### src/rtl/de_pipe_pkg.sv
// Shared opcode/funct constants and the D->E bundle for the decode/execute pipe.
// Every block that decodes instruction words imports these instead of redefining them.
package de_pipe_pkg;

    localparam logic [5:0] OP_SPECIAL = 6'h00;

    localparam logic [5:0] FN_MFHI  = 6'h10;
    localparam logic [5:0] FN_MTHI  = 6'h11;
    localparam logic [5:0] FN_MFLO  = 6'h12;
    localparam logic [5:0] FN_MTLO  = 6'h13;
    localparam logic [5:0] FN_MULT  = 6'h18;
    localparam logic [5:0] FN_MULTU = 6'h19;
    localparam logic [5:0] FN_DIV   = 6'h1A;
    localparam logic [5:0] FN_DIVU  = 6'h1B;

    typedef struct packed {
        logic [31:0] instr;
        logic [31:0] pc;
        logic [31:0] rs_data;
        logic [31:0] rt_data;
        logic [31:0] imm_ext;
        logic [4:0]  wreg;
        logic        valid;
    } id_ex_t;

    function automatic logic [5:0] opcode_of(input logic [31:0] instr);
        return instr[31:26];
    endfunction

    function automatic logic [5:0] funct_of(input logic [31:0] instr);
        return instr[5:0];
    endfunction

endpackage

### src/rtl/md_class.sv
// Flags instructions that use the multiply/divide unit or its HI/LO registers.
// Shared by D-stage stall logic and E-stage hazard logic.
module md_class
    import de_pipe_pkg::*;
(
    input  logic [31:0] instr,
    output logic        is_md
);

    logic [5:0] w_op;
    logic [5:0] w_fn;
    logic       w_fn_md;

    assign w_op = opcode_of(instr);
    assign w_fn = funct_of(instr);

    always_comb begin
        w_fn_md = 1'b0;
        case (w_fn)
            FN_MULT, FN_MULTU,
            FN_DIV,  FN_DIVU,
            FN_MFHI, FN_MTHI,
            FN_MFLO, FN_MTLO: w_fn_md = 1'b1;
            default:          w_fn_md = 1'b0;
        endcase
    end

    assign is_md = (w_op == OP_SPECIAL) && w_fn_md;

endmodule

### src/rtl/de_pipe.sv
// D->E pipeline register with MD-unit/data-hazard stall and a saturating bubble counter.
// A stall injects a bubble into E but keeps the stalled PC visible there.
module de_pipe
    import de_pipe_pkg::*;
#(
    parameter int STALL_CNT_W = 16
) (
    input  logic                   clk,
    input  logic                   reset,
    input  logic [31:0]            d_instr,
    input  logic [31:0]            d_pc,
    input  logic                   d_valid,
    input  logic [31:0]            d_rs_data,
    input  logic [31:0]            d_rt_data,
    input  logic [31:0]            d_imm_ext,
    input  logic [4:0]             d_wreg,
    input  logic                   data_stall,
    input  logic                   md_start,
    input  logic                   md_busy,
    output logic                   stall_d,
    output logic [31:0]            e_instr,
    output logic [31:0]            e_pc,
    output logic [31:0]            e_rs_data,
    output logic [31:0]            e_rt_data,
    output logic [31:0]            e_imm_ext,
    output logic [4:0]             e_wreg,
    output logic                   e_valid,
    output logic [STALL_CNT_W-1:0] bubble_cnt
);

    logic                   w_is_md;
    logic                   w_md_hazard;
    id_ex_t                 w_d;
    id_ex_t                 w_bubble;
    id_ex_t                 r_e;
    logic [STALL_CNT_W-1:0] r_cnt;

    md_class u_md_class (
        .instr (d_instr),
        .is_md (w_is_md)
    );

    assign w_md_hazard = w_is_md && (md_start || md_busy);
    assign stall_d     = d_valid && (data_stall || w_md_hazard);

    always_comb begin
        w_d         = '0;
        w_d.instr   = d_instr;
        w_d.pc      = d_pc;
        w_d.rs_data = d_rs_data;
        w_d.rt_data = d_rt_data;
        w_d.imm_ext = d_imm_ext;
        w_d.wreg    = d_wreg;
        w_d.valid   = d_valid;
    end

    // Bubbles carry the D-stage PC so the stalled instruction stays traceable.
    always_comb begin
        w_bubble    = '0;
        w_bubble.pc = d_pc;
    end

    always_ff @(posedge clk) begin
        if (reset) begin
            r_e <= '0;
        end else if (stall_d || !d_valid) begin
            r_e <= w_bubble;
        end else begin
            r_e <= w_d;
        end
    end

    always_ff @(posedge clk) begin
        if (reset) begin
            r_cnt <= '0;
        end else if (stall_d && (r_cnt != {STALL_CNT_W{1'b1}})) begin
            r_cnt <= r_cnt + 1'b1;
        end
    end

    assign e_instr    = r_e.instr;
    assign e_pc       = r_e.pc;
    assign e_rs_data  = r_e.rs_data;
    assign e_rt_data  = r_e.rt_data;
    assign e_imm_ext  = r_e.imm_ext;
    assign e_wreg     = r_e.wreg;
    assign e_valid    = r_e.valid;
    assign bubble_cnt = r_cnt;

endmodule

### config.mk
export PLATFORM = sky130hd
export DESIGN_NAME = de_pipe
export DESIGN_NICKNAME = d
export VERILOG_FILES = /design/src/rtl/de_pipe_pkg.sv /design/src/rtl/md_class.sv /design/src/rtl/de_pipe.sv
export SDC_FILE = /design/constraint.sdc
export NUM_CORES = 1
export LEC_CHECK = 0
export ABC_CLOCK_PERIOD_IN_PS = 6200
export CAP_MARGIN = 10
export CORE_ASPECT_RATIO = 0.75
export CORE_MARGIN = 8
export CORE_UTILIZATION = 38
export CTS_CLUSTER_SIZE = 40
export DETAILED_ROUTE_END_ITERATION = 12
export PLACE_DENSITY = 0.95
export SLEW_MARGIN = 25
export SYNTH_ARGS = -nofsm -noshare
export SYNTH_HDL_FRONTEND = slang
export SYNTH_SLANG_ARGS = --single-unit
### constraint.sdc
create_clock -name clk -period 6.2 [get_ports clk]
set_input_delay 1.24 -clock clk [delete_from_list [all_inputs] [get_ports clk]]
set_output_delay 1.24 -clock clk [all_outputs]
set_load 0.01 [all_outputs]
; Word level (Yosys, flattened, before mapping)
; Memory sizes are Yosys's and may differ from the RTL's.
; Cells that the tools add are included.
[word_totals]
mem_bits_ro = 32
reg_bits = 182
n_memories = 1
input_bits = 171
[mem_list]
columns = memory, depth, width, read_ports, rd_ports_with_merged_regs, write_ports, line_no
row1 = (no name shown), 32, 1, 1, 0, 0, md_class.sv:19  ; case (w_fn)
[op_classes]
n_addsub = 1
n_reduce_logical = 10
muxes = 1
n_eq_ne = 1
[ops]
columns = op, n
row1 = "adder 16 x 1 -> 16 bit, second input constant", 1
row2 = "inequality test 16 bit, second input constant", 1
row3 = logical NOT 6 bit, 1
row4 = logical AND 1 bit, 4
row5 = logical OR 1 bit, 3
row6 = OR reduction 2 bit, 1
row7 = logical NOT 1 bit, 1
row8 = two-way mux 1 bit, 1

; Depth between registers and ports, before layout
; An unclocked memory read counts as a cell.
[logic_depth]
ltp_word = 8
mapped_depth = 7

; Cells and area by module
; From an unflattened synthesis, not the netlist that was laid out.
[hier_totals]
hier_cells = 459
area_unflattened_um2 = 5412.7
[by_module_without_submodules]
columns = mod, n_inst, cells_per_inst, area_each_um2, seq_area_each_um2
row1 = de_pipe, 1, 456, 5383.9, 3643.5
row2 = md_class, 1, 3, 28.8, 0.0

; Worst setup path after synthesis
; OpenSTA, ideal clock, no wires.
[synth_timing]
path_kind = input-to-output
startpoint = input d_instr[31]
endpoint = output stall_d
stages = 3
arrival_time_ns = 2.092
required_ns = 4.960
slack_ns = 2.868
n_path_buf = 0
path_cell_list = nor4b_4 -> a41oi_4 -> nor2b_1
[synth_between]
elab_chain_len = 5
[synth_lines]
columns = item, line_no
row1 = from (decl), de_pipe.sv:10  ; input logic [31:0] d_instr,
row2 = logical NOT 6 bit, md_class.sv:28  ; assign is_md = (w_op == OP_SPECIAL) && w_fn_md;
row3 = logical AND 1 bit, md_class.sv:28
row4 = logical AND 1 bit, de_pipe.sv:43  ; assign w_md_hazard = w_is_md && (md_start || md_busy);
row5 = logical OR 1 bit, de_pipe.sv:44  ; assign stall_d = d_valid && (data_stall || w_md_hazard);
row6 = logical AND 1 bit, de_pipe.sv:44
row7 = to (decl), de_pipe.sv:20  ; output logic stall_d,
; No other way between the ends.

; Worst setup path in the final report
[layout_timing]
startpoint = input d_instr[26]
endpoint = output stall_d
; Same word-level chain as after synthesis.

==> impl_metrics.py <==
metrics = {
    "sta": {
        "worst_slack_ns": 1.72,
        "tightest_slew_ns": 0.721,
        "rsz0062_at_grt": "false",
        "maxSlewViolCount": 0,
        "finalCritPeriodShare_pct": 72.2,
        "max_slew_margin_pct": 51.4,
        "tns_ns": 0,
        "setup_viol": 0,
        "timing_hold_violations_final": 0,
        "fin_crit_ns": 4.48,
        "finClkSkew_ns": 0.0150,
        "fmax_ghz": 0.223,
    },
    "setup_path": {
        "endpoint_kind": "output port",
        "critPathLaunch": "d_instr[26]",
        "crit_end": "stall_d",
        "critPathKind": "in2out",
        "r2r_start": "bubble_cnt[0]$_SDFFE_PP0P_",
        "reg2reg_depth": 6,
        "critPathLaunchType": "input port",
        "rrSetupSlack_ns": 3.79,
        "rr_endpoint": "bubble_cnt[1]$_SDFFE_PP0P_",
        "arrival_ns": 3.24,
        "path_max_fanout": 9,
        "required_ns": 4.96,
    },
    "synthesis": {
        "ys_top_cells_by_count": "182 x dfxtp_1, 133 x and2_1, 33 x nor2b_1, 20 x clkbuf_1, 12 x nor2_1",
        "synth_top_cells_by_area": "dfxtp_1 69%, and2_1 16%, nor2b_1 3.9%, clkbuf_1 1.4%, xnor2_1 1.2%",
        "synth_edf_count": 0,
        "synth_cell_types": 34,
        "synth.net_count": 620,
        "avgSynthCellArea_um2": 11.8,
        "yosysSeqAreaShare_pct": 68.6,
        "synth_flop_cell": "dfxtp_1",
        "synth_top_area_share_pct": 68.6,
        "syn_inst": 448,
        "async_flop_share_pct": 0,
        "synth_area_leader_cell": "dfxtp_1",
        "synth_seq_cells": 182,
        "yosys_warnings": 0,
        "syn-cell-area_um2": 5310,
        "yosysMostFrequentCell": "dfxtp_1",
    },
    "global_routing": {
        "grt_antenna_before_repair": 0,
        "grt.overflow.total": 0,
        "grt_util_all_layers_pct": 19.3,
        "grt_pass1_vias": 4527,
        "grt_max_degree": 135,
        "grt_pass1_wl_um": 26900,
    },
    "detailed_routing": {
        "ant_nets": 0,
        "drt_first_pass_iters": 4,
        "vias_per_cell": 4.37,
        "drt_wl_total_um": 18100,
        "wl_per_cell_um": 18.3,
        "vias": 4322,
        "drt_iter0_markers": 227,
        "post-route-drc-count": 0,
    },
    "cts": {
        "cts_hold_buf": 0,
        "cts_resized": 0,
        "clkSinkCount": 182,
        "clk_latency_ns": 0.41,
        "cts_tree": "done",
        "cts_root_buf": "clkbuf_16",
        "cts_made_buffers": 17,
        "cts_max_level": 4,
        "clkTransAtPathRegs_ns": 0.07,
        "cts_setup_buffers": 0,
        "clockBufferDepth": 2,
    },
    "floorplan": {
        "die_h_um": 118,
        "num_rows": 37,
        "io_pins": 354,
        "core_area_um2": 13700,
        "initial_core_util_pct": 38.7,
        "fp.dieW_um": 152,
        "die_area_um2": 18000,
    },
    "pwr": {
        "power_w": 0.00254,
        "ir_drop_mv": 0.169,
        "p_leak_nw": 3.68,
        "cellPowerDensity_nw_per_um2": 264,
    },
    "finish": {
        "stdcell_count": 989,
        "final_nets": 973,
        "syn2layout_area_growth_pct": 81.3,
        "drive_gt1_share_pct": 4.91,
        "diodes": 0,
    },
    "min_path": {
        "min_path_type": "reg2reg",
    },
    "flow_run": {
        "drv_cap": 0,
    },
    "placed_design": {
        "place_ws_ns": 1.72,
        "port_buffers": 353,
        "dp.cells": 956,
        "place_congestion": 0.855,
        "detailed_place_hpwl_um": 14500,
    },
    "status": {
        "outcome": "completed",
    },
}
-- placed cells by master (no fill, tap or decap), types with 5 or more instances in the layout --
| cell | instances |
|---|---|
| clkdlybuf4s50_1 | 353 |
| dfxtp_1 | 182 |
| and2_1 | 133 |
| nor2b_1 | 33 |
| clkbuf_16 | 17 |
| nor2_1 | 12 |
| xnor2_1 | 7 |
| a21oi_1 | 6 |
| nor3_1 | 6 |
| nand4_1 | 5 |
| nand3_1 | 5 |
| o31ai_1 | 5 |
-- kinds of logic (layout without fill, tap and decap cells) --
kind of cell | after synthesis | after routing | share of synthesized area [%]
fa+ha+maj | 1 | 1 | 0.236
compound gates | 16 | 16 | 2.55
xor+xnor | 8 | 8 | 1.32
flops | 182 | 182 | 68.6
buf+inv | 23 | 389 | 1.77
simple gates | 217 | 217 | 25.3
mux | 1 | 1 | 0.189
-- worst min path at each step --
stage                                          start                          to  slack (ns)  depth (start not counted)
after global routing      bubble_cnt[8]$_SDFFE_PP0P_  bubble_cnt[8]$_SDFFE_PP0P_        0.55                          2
after CTS                 bubble_cnt[8]$_SDFFE_PP0P_  bubble_cnt[8]$_SDFFE_PP0P_        0.52                          2
after floorplan           bubble_cnt[8]$_SDFFE_PP0P_  bubble_cnt[8]$_SDFFE_PP0P_        0.52                          2
final                     bubble_cnt[8]$_SDFFE_PP0P_  bubble_cnt[8]$_SDFFE_PP0P_        0.52                          2
after global placement    bubble_cnt[8]$_SDFFE_PP0P_  bubble_cnt[8]$_SDFFE_PP0P_        0.49                          2
after detailed placement  bubble_cnt[8]$_SDFFE_PP0P_  bubble_cnt[8]$_SDFFE_PP0P_        0.51                          2
-- area by class of cell --
cell class / instances / area (um^2)
flip-flops and latches: 182 / 3640
inverters: 2 / 7.51
fillers: 951 / 4080
repair buffers: 355 / 3570
multi-input cells: 243 / 1580
clock buffers: 19 / 443
clock inverters: 13 / 165
well taps: 175 / 219
-- report_power, final --
part	switching, W	total [W]	internal [W]
sequential	0.0000106	0.00121	0.00120
combinational	0.0000764	0.000247	0.000170
clock	0.000464	0.00108	0.000619
-- routing by layer --
layer | share of wire, % | track usage [%]
met1 | 39 | 19.9
met3 | 8.7 | 8.19
met5 | 0 | 0
met2 | 52 | 35.5
met4 | 1.2 | 5.18
-- registers in the layout, summed over array words and instances, names as in the netlist --
signal	flops
e_wreg	5
e_valid	1
e_instr	32
bubble_cnt	16
e_imm_ext	32
e_rt_data	32
e_rs_data	32
e_pc	32
-- critical path, stage by stage --
cell and delay (ns):
clkdlybuf4s50_1 0.46, nor3_2 0.36, a41oi_4 0.25, nor2b_1 0.31, clkdlybuf4s50_1 0.61
-- per-stage QoR --
step,instance area (um^2),util [%],hold WS [ns]
global placement,8990,65.6,0.492
finish,9620,70.2,0.515
CTS,9590,70.0,0.523
detailed placement,8990,65.6,0.514
global route,9620,70.2,0.552
floorplan,5310,-,0.516
(Power assumes the default switching activity.)
